`config.mk`:
```
export PLATFORM = sky130hd
export DESIGN_NAME = uart_byte_tx_flat
export DESIGN_NICKNAME = d
export VERILOG_FILES = /design/src/rtl/uart_byte_tx_if.sv /design/src/rtl/uart_byte_tx.sv /design/src/flat_wrapper.sv
export SDC_FILE = /design/constraint.sdc
export NUM_CORES = 1
export LEC_CHECK = 0
export ABC_CLOCK_PERIOD_IN_PS = 2450
export BUFFER_PORTS_ARGS = -buffer_cell sky130_fd_sc_hd__buf_2
export CORE_UTILIZATION = 25
export CTS_BUF_LIST = sky130_fd_sc_hd__clkbuf_4
export DETAILED_ROUTE_END_ITERATION = 6
export PLACE_DENSITY_LB_ADDON = 0.25
export SLEW_MARGIN = 20
export SYNTH_ARGS = -nofsm -noshare
export SYNTH_HDL_FRONTEND = slang
export SYNTH_SLANG_ARGS = --single-unit
```
`constraint.sdc`:
```
create_clock -name clk -period 2.45 [get_ports clk]
set_input_delay 0.49 -clock clk [delete_from_list [all_inputs] [get_ports clk]]
set_output_delay 0.49 -clock clk [all_outputs]
set_load 0.05 [all_outputs]
```
`src/rtl/uart_byte_tx_if.sv`:
```
// ---------------------------------------------------------------------------
// uart_byte_tx_if
// Byte handshake between an upstream producer and the UART transmitter.
//   tx_data  : byte offered by the producer (captured only on handshake)
//   tx_valid : producer has a byte on tx_data
//   tx_ready : transmitter can accept a byte this cycle
// A transfer happens in any cycle where tx_valid and tx_ready are both high.
// ---------------------------------------------------------------------------
interface uart_byte_tx_if;
  logic [7:0] tx_data;
  logic       tx_valid;
  logic       tx_ready;

  // Producer side: drives the byte and valid, watches ready.
  modport master (
    output tx_data,
    output tx_valid,
    input  tx_ready
  );

  // Transmitter side: consumes the byte and valid, drives ready.
  modport slave (
    input  tx_data,
    input  tx_valid,
    output tx_ready
  );
endinterface

```
`src/rtl/uart_byte_tx.sv`:
```
// ---------------------------------------------------------------------------
// uart_byte_tx
// UART transmitter: accepts one byte per valid/ready handshake and shifts it
// out LSB first as start bit, 8 data bits, optional parity bit and 1 or 2
// stop bits.
//   clk     : system clock
//   rst_n   : asynchronous active-low reset (aborts any frame, tx goes high)
//   bus     : slave side of the byte handshake (tx_data/tx_valid/tx_ready)
//   tx      : serial line, idle high, always driven from a flop
//   tx_busy : high while a frame is on the line
// Parameters: CLK_FREQ/BAUD set the bit period (integer division, >= 2),
// PARITY 0=none 1=even 2=odd, STOP_BITS 1 or 2.
// ---------------------------------------------------------------------------
module uart_byte_tx #(
  parameter int CLK_FREQ  = 100_000_000,
  parameter int BAUD      = 115200,
  parameter int PARITY    = 0,
  parameter int STOP_BITS = 1
) (
  input  logic           clk,
  input  logic           rst_n,
  uart_byte_tx_if.slave  bus,
  output logic           tx,
  output logic           tx_busy
);

  localparam int CLKS_PER_BIT = CLK_FREQ / BAUD;
  localparam int CNT_W        = (CLKS_PER_BIT > 1) ? $clog2(CLKS_PER_BIT) : 1;
  localparam logic [CNT_W-1:0] CNT_LAST = CNT_W'(CLKS_PER_BIT - 1);
  localparam logic PAR_EN   = (PARITY != 0);
  localparam logic PAR_ODD  = (PARITY == 2);
  localparam logic TWO_STOP = (STOP_BITS == 2);

  typedef enum logic [2:0] {
    S_IDLE,
    S_START,
    S_DATA,
    S_PARITY,
    S_STOP
  } state_t;

  state_t           state_q,    state_d;
  logic [CNT_W-1:0] baud_cnt_q, baud_cnt_d;
  logic [2:0]       bit_idx_q,  bit_idx_d;
  logic [7:0]       shift_q,    shift_d;
  logic             parity_q,   parity_d;
  logic             stop_cnt_q, stop_cnt_d;
  logic             tx_q,       tx_d;
  logic             ready_q,    ready_d;
  logic             busy_q,     busy_d;
  logic             bit_end;

  // Terminal count of the baud counter marks the last cycle of a bit period.
  assign bit_end = (baud_cnt_q == CNT_LAST);

  // Next-state logic. tx_d is the value the line takes on the next edge, so
  // each transition loads the first bit of the state being entered; this
  // keeps tx purely registered and every bit exactly CLKS_PER_BIT long.
  always_comb begin
    state_d    = state_q;
    baud_cnt_d = baud_cnt_q;
    bit_idx_d  = bit_idx_q;
    shift_d    = shift_q;
    parity_d   = parity_q;
    stop_cnt_d = stop_cnt_q;
    tx_d       = tx_q;
    ready_d    = ready_q;
    busy_d     = busy_q;

    if (state_q != S_IDLE) begin
      baud_cnt_d = bit_end ? '0 : baud_cnt_q + 1'b1;
    end

    case (state_q)
      S_IDLE: begin
        if (bus.tx_valid && ready_q) begin
          shift_d    = bus.tx_data;
          // Odd parity is the inverse of the data XOR.
          parity_d   = (^bus.tx_data) ^ PAR_ODD;
          baud_cnt_d = '0;
          bit_idx_d  = '0;
          stop_cnt_d = 1'b0;
          tx_d       = 1'b0;
          ready_d    = 1'b0;
          busy_d     = 1'b1;
          state_d    = S_START;
        end
      end

      S_START: begin
        if (bit_end) begin
          tx_d    = shift_q[0];
          state_d = S_DATA;
        end
      end

      S_DATA: begin
        if (bit_end) begin
          // Index wraps 7 -> 0 as the last data bit finishes.
          bit_idx_d = bit_idx_q + 3'd1;
          if (bit_idx_q == 3'd7) begin
            if (PAR_EN) begin
              tx_d    = parity_q;
              state_d = S_PARITY;
            end else begin
              tx_d    = 1'b1;
              state_d = S_STOP;
            end
          end else begin
            shift_d = {1'b0, shift_q[7:1]};
            tx_d    = shift_q[1];
          end
        end
      end

      S_PARITY: begin
        if (bit_end) begin
          tx_d    = 1'b1;
          state_d = S_STOP;
        end
      end

      S_STOP: begin
        if (bit_end) begin
          // With two stop bits the first period only flips stop_cnt.
          if (!TWO_STOP || stop_cnt_q) begin
            stop_cnt_d = 1'b0;
            ready_d    = 1'b1;
            busy_d     = 1'b0;
            state_d    = S_IDLE;
          end else begin
            stop_cnt_d = 1'b1;
          end
        end
      end

      default: begin
        tx_d    = 1'b1;
        ready_d = 1'b1;
        busy_d  = 1'b0;
        state_d = S_IDLE;
      end
    endcase
  end

  // State and output registers; reset forces the line high immediately.
  always_ff @(posedge clk or negedge rst_n) begin
    if (!rst_n) begin
      state_q    <= S_IDLE;
      baud_cnt_q <= '0;
      bit_idx_q  <= '0;
      shift_q    <= '0;
      parity_q   <= 1'b0;
      stop_cnt_q <= 1'b0;
      tx_q       <= 1'b1;
      ready_q    <= 1'b1;
      busy_q     <= 1'b0;
    end else begin
      state_q    <= state_d;
      baud_cnt_q <= baud_cnt_d;
      bit_idx_q  <= bit_idx_d;
      shift_q    <= shift_d;
      parity_q   <= parity_d;
      stop_cnt_q <= stop_cnt_d;
      tx_q       <= tx_d;
      ready_q    <= ready_d;
      busy_q     <= busy_d;
    end
  end

  assign bus.tx_ready = ready_q;
  assign tx           = tx_q;
  assign tx_busy      = busy_q;

endmodule
```
`src/flat_wrapper.sv`:
```
// flat-port wrapper written by rule: the top's interface ports become plain ports
module uart_byte_tx_flat 
#(
  parameter int CLK_FREQ  = 100_000_000,
  parameter int BAUD      = 115200,
  parameter int PARITY    = 0,
  parameter int STOP_BITS = 1
)
  (clk, rst_n, tx, tx_busy, bus_tx_data, bus_tx_valid, bus_tx_ready);
  uart_byte_tx_if bus_i ();
  input  logic clk;
  input  logic rst_n;
  output logic tx;
  output logic tx_busy;
  input wire logic [$bits(bus_i.tx_data)-1:0] bus_tx_data;
  input wire logic [$bits(bus_i.tx_valid)-1:0] bus_tx_valid;
  output wire logic [$bits(bus_i.tx_ready)-1:0] bus_tx_ready;
  assign bus_i.tx_data = bus_tx_data;
  assign bus_i.tx_valid = bus_tx_valid;
  assign bus_tx_ready = bus_i.tx_ready;
  uart_byte_tx #(.CLK_FREQ(CLK_FREQ), .BAUD(BAUD), .PARITY(PARITY), .STOP_BITS(STOP_BITS)) u_core (.clk(clk), .rst_n(rst_n), .bus(bus_i), .tx(tx), .tx_busy(tx_busy));
endmodule
```
Word level (Yosys, flattened, before mapping)
Cells that the tools add are included.
- add/subtract/negate cells: 2
- equal/unequal tests: 13
- mux-type cells: 28
- bitwise gates (word level): 2
- reduce and logical (&&, ||, !) cells: 10
- operators with widths (cell ; number):
    10-bit 2-to-1 mux ; 4
    3-bit 2-to-1 mux ; 8
    8-bit 2-to-1 mux ; 3
    8-bit one-hot mux with 2 select lines ; 1
    3-bit one-hot mux with 5 select lines ; 1
    2-bit by 1-bit inequality test with 1-bit output, second input constant ; 6
    10-bit by 1-bit adder with 10-bit output, second input constant ; 1
    10-bit == test, second input constant ; 1
    1-bit 2-to-1 mux ; 7
    3-bit by 2-bit == test with 1-bit output, second input constant ; 2
    3-bit == test, second input constant ; 2
    1-bit one-hot mux with 3 select lines ; 2
    3-bit one-hot mux with 2 select lines ; 1
    3-bit AND reduction ; 2
    6-bit AND reduction ; 1
    1-bit one-hot mux with 5 select lines ; 1
    5-bit AND reduction ; 1
    4-bit AND reduction ; 1
    3-bit by 1-bit adder with 3-bit output, second input constant ; 1
    3-bit by 1-bit == test with 1-bit output, second input constant ; 1
    3-bit logical NOT ; 1
    3-bit nonzero test ; 1
    3-bit OR reduction ; 1
    2-bit inequality test, second input constant ; 1
    3 further kinds ; 4
- flip-flop bits (word level): 27
- input port bits: 11
- output and inout port bits: 3
- logic and storage cells: 62

Logic depth before layout (Yosys ltp)
- depth in word-level cells: 5
- gate-level depth with buffers: 7
- mapped depth without buffers: 6

Worst setup path before layout
OpenSTA, ideal clock, no wires.
- path kind: register to register
- start point: reg u_core.baud_cnt_q[0]
- end point: reg u_core.bit_idx_q[0]
- library setup time: 121 ps
- arrival: 1907 ps
- required time: 2329 ps
- slack: 422 ps
- cell stages (with the launch flop): 7
- buffers on the path: 1
- clock period less this slack: 2028 ps
- path through: dfrtp_1 ha_1 or4b_4 buf_6 nor3_2 mux2_2 a22o_1
- word-level cells in the longest chain between the ends: 3
- ends and longest elaborated chain (element ; line ; RTL):
    from (decl) ; uart_byte_tx.sv:43 ; logic [CNT_W-1:0] baud_cnt_q, baud_cnt_d;
    from (signal assigned) ; uart_byte_tx.sv:160 ; baud_cnt_q <= baud_cnt_d;
    10-bit == test ; uart_byte_tx.sv:54 ; assign bit_end = (baud_cnt_q == CNT_LAST);
    2-bit by 1-bit inequality test with 1-bit output (no source line) ; - ;
    3-bit AND reduction (no source line) ; - ;
    to (signal assigned) ; uart_byte_tx.sv:161 ; bit_idx_q <= bit_idx_d;
    to (decl) ; uart_byte_tx.sv:44 ; logic [2:0] bit_idx_q, bit_idx_d;
Every way passes these cells.
A chain may end at the register's enable or synchronous reset.

Worst setup path after layout
- start point: reg u_core.baud_cnt_q[0]
- end point: reg u_core.shift_q[6]
- word-level cells in the longest chain between the ends: 3
- ends and longest elaborated chain (element ; line ; RTL):
    10-bit == test ; uart_byte_tx.sv:54 ;
    2-bit by 1-bit inequality test with 1-bit output (no source line) ; - ;
    4-bit AND reduction (no source line) ; - ;
    to (signal assigned) ; uart_byte_tx.sv:162 ; shift_q <= shift_d;
    to (decl) ; uart_byte_tx.sv:45 ; logic [7:0] shift_q, shift_d;
Every way passes these cells.

==> run_results.csv <==
group,metric,value,unit
status,outcome,"finished, final reports clean",
setup_path,cpLargestDelayFamily,"simple AND/OR/NAND/NOR gates",
sta,setup_viol,0,
place,post-dp-hpwl,2390,um
finish,antenna-diode-count,0,
setup_path,cp.required,2.67,ns
finish,syn_to_final_growth,10.7,%
grt,antenna_found_initial,0,
setup_path,critical_path.startpoint_type,"flop",
power,power-per-cell-area,587,nW/um2
detailed_routing,detail-route-antenna-nets,0,
finish,post_layout_nonfiller_instances,225,
clocking,cts_post_setup_buffers_inserted,0,
setup_path,worstPathBufferInverterCount,0,
floorplan,dieHeight,78.1,um
power,power.switching_fraction,0.308,
setup_path,setup.worst_path.end_class,"flop",
floorplan,placement_rows,27,
finish,area.sequential,678,um2
sta,rsz0062_at_grt,"no",
sta,setup_tns,0,ns
sta,final.period_utilization,0.884,
setup_path,r2r_setup_slack,0.28,ns
detailed_routing,drt_pre_antenna_iters,4,
finish,drive_gt1_frac,0.222,
detailed_routing,drt-vias-per-instance,5.00,
sta,timing.max_slew.rel_slack,0.594,
grt,grt_pass1_vias,1153,
detailed_routing,num_vias,1126,
setup_path,critPathLaunch,"u_core.baud_cnt_q[0]",
yosys,synth_sequential_area_ratio,0.469,
clocking,clk_pin_slew_worst_paths,0.16,ns
floorplan,floorplan.initialDensity,0.261,
finish,layout_commonest_cell,"sky130_fd_sc_hd__dfrtp_1",
clocking,cts_made_buffers,3,
yosys,synth_async_sr_flop_share,1.00,
power,seq_power_share,0.606,
setup_path,critical_path.cell_chain,"ha_1 -> or4b_4 -> nor4_4 -> nand2_1 -> o221a_2",
clocking,clock_sink_count,27,
clocking,worst_skew_pair.late_latency,0.33,ns
yosys,dominantRegCellSynth,"sky130_fd_sc_hd__dfrtp_1",
clocking,cts.repair.resized,0,
place,port-buffer-count,13,
power,switching_power,0.290,mW
sta,fin_crit,2.17,ns
detailed_routing,wire_per_inst,14.6,um
floorplan,die_x,78.1,um
detailed_routing,drcViolationCount,0,
yosys,synth.distinct_cells,39,
detailed_routing,drt-initial-drc-count,50,
sta,finClkSkew,0.0186,ns
yosys,number_of_synthesized_flops_with_an_enable_pin,0,
power,pwr-share-comb,0.185,
setup_path,worst_r2r_startpoint,"u_core.baud_cnt_q[0]",
clocking,hold_buf_cts,0,
setup_path,cp_arrival,2.39,ns
setup_path,worst-r2r-cell-count,5,
grt,global_route.usage.total,0.120,
yosys,ys_seq_elements,27,
sta,final-max-slew-violation-count,0,
yosys,synth_nets,156,
setup_path,timing.setup.critical_path_class,"reg2reg",
grt,grt_start_max_net_pins,28,
finish,layout.nets,168,
clocking,cts_root_buf,"sky130_fd_sc_hd__clkbuf_4",
yosys,synth.cell_area,1450,um2
yosys,synthesis.area_per_instance,10.2,um2
sta,timing_hold_violations_final,0,
place,rd_place_congestion,0.785,
finish,commonest_non_fill_non_tap_cells_in_the_layout,"sky130_fd_sc_hd__dfrtp_1, sky130_fd_sc_hd__nand2_1, sky130_fd_sc_hd__buf_2",
setup_path,path_max_fanout,7,
finish,stdcell_area,1600,um2
setup_path,cp_slowest_stage_delay,0.55,ns
yosys,synthCells,142,
power,ir_worst_vdd,0.000254,V
place,postPlaceCellArea,1570,um2
setup_path,crit-reg2reg-capture,"u_core.shift_q[6]",
detailed_routing,totalWireLength,3280,um
setup_path,crit_path_top_delay_cell,"sky130_fd_sc_hd__or4b_4",
place,numPlacedInstances,221,
floorplan,die_area,6090,um2
min_path,min-delay-path-class,"in2async",
floorplan,ios,14,
finish,final.fill_count,598,
grt,first_pass_grt_wire_length,5790,um
power,power.internal,0.650,mW
sta,worstMarginPinSlew,0.609,ns
clocking,cts_htree_levels,1,
clocking,tritoncts,"built",
finish,multi_input_area,729,um2
finish,layout.core_utilization,0.289,
floorplan,coreArea,5540,um2
yosys,synthesis.yosys.warnings,0,
clocking,clock_tree_buffer_depth,2,
flow_run,maxCapViolations,0,
grt,grt_overflow_total,0,
power,leakage,0.668,nW
power,p_clk_frac,0.210,
sta,max_freq,462,MHz
-- worst register-to-register path, stage by stage (launching register included) --
cell and delay (ns):
sky130_fd_sc_hd__dfrtp_1 0.44, sky130_fd_sc_hd__ha_1 0.23, sky130_fd_sc_hd__or4b_4 0.55, sky130_fd_sc_hd__nor4_4 0.31, sky130_fd_sc_hd__nand2_1 0.21, sky130_fd_sc_hd__o221a_2 0.31
-- logic make-up after synthesis --
family          count (synthesis)  synth area share
xor+xnor                        2            0.0121
flops                          27             0.469
simple gates                   58             0.218
mux                             1           0.00778
compound gates                 43             0.240
buf+inv                         8            0.0268
fa+ha+maj                       3            0.0260
-- routing by layer --
layer,up-vias,GRT usage,share of wire
met3,2,0.0163,0.032
met1,547,0.165,0.50
li1,560,-,-
met2,17,0.189,0.46
met4,0,0.0444,0.011
met5,-,0,0
-- how the worst max path moves through the flow --
stage	cells past startpoint	to
6_report	5	u_core.shift_q[6]
3_3_place_gp	4	u_core.baud_cnt_q[1]
5_1_grt	5	u_core.shift_q[6]
2_1_floorplan	6	u_core.bit_idx_q[0]
4_1_cts	5	u_core.shift_q[6]
3_5_place_dp	5	u_core.bit_idx_q[0]
-- synth_stat cells (all sizes together), types with 3 or more instances --
library cell | instances | area share
dfrtp | 25 | 0.43
nand2 | 14 | 0.036
nor2 | 12 | 0.031
o21ai | 10 | 0.035
nor3 | 9 | 0.035
or3 | 9 | 0.039
o221a | 7 | 0.055
a22o | 6 | 0.036
clkbuf | 5 | 0.013
a21oi | 4 | 0.014
nand2b | 4 | 0.017
a21o | 3 | 0.016
ha | 3 | 0.026
o31ai | 3 | 0.025
-- final cells by class --
type / instances / share of cell area
multi-input combinational: 107 / 0.455
timing repair buffer: 14 / 0.0453
sequential: 27 / 0.423
inverter: 1 / 0.00234
tap: 72 / 0.0562
clock inverter: 1 / 0.00312
clock buffer: 3 / 0.0141
-- power groups by stage --
stage                     Clock (mW)  Sequential [mW]  Combinational [mW]
after floorplan                    0            0.557               0.147
after global placement             0            0.575               0.169
after detailed placement           0            0.576               0.177
after CTS                      0.211            0.568               0.177
after global routing           0.225            0.579               0.195
final                          0.197            0.569               0.174
-- through the flow --
step / power [mW] / hold WS [ns] / setup WS, ns
2_1_floorplan: 0.704 / 0.194 / 0.422
3_3_place_gp: 0.744 / 0.491 / 0.408
3_5_place_dp: 0.753 / 0.496 / 0.321
4_1_cts: 0.956 / 0.166 / 0.294
5_1_grt: 0.999 / 0.170 / 0.155
6_report: 0.940 / 0.138 / 0.284
-- registers in the layout (all words and copies together) (netlist names) --
name                 flops
u_core.shift_q           8
u_core.tx_busy           1
u_core.bit_idx_q         3
u_core.bus.tx_ready      1
u_core.baud_cnt_q       10
u_core.tx                1
u_core.state_q           3
No activity file was read; power rests on OpenSTA's default activity.
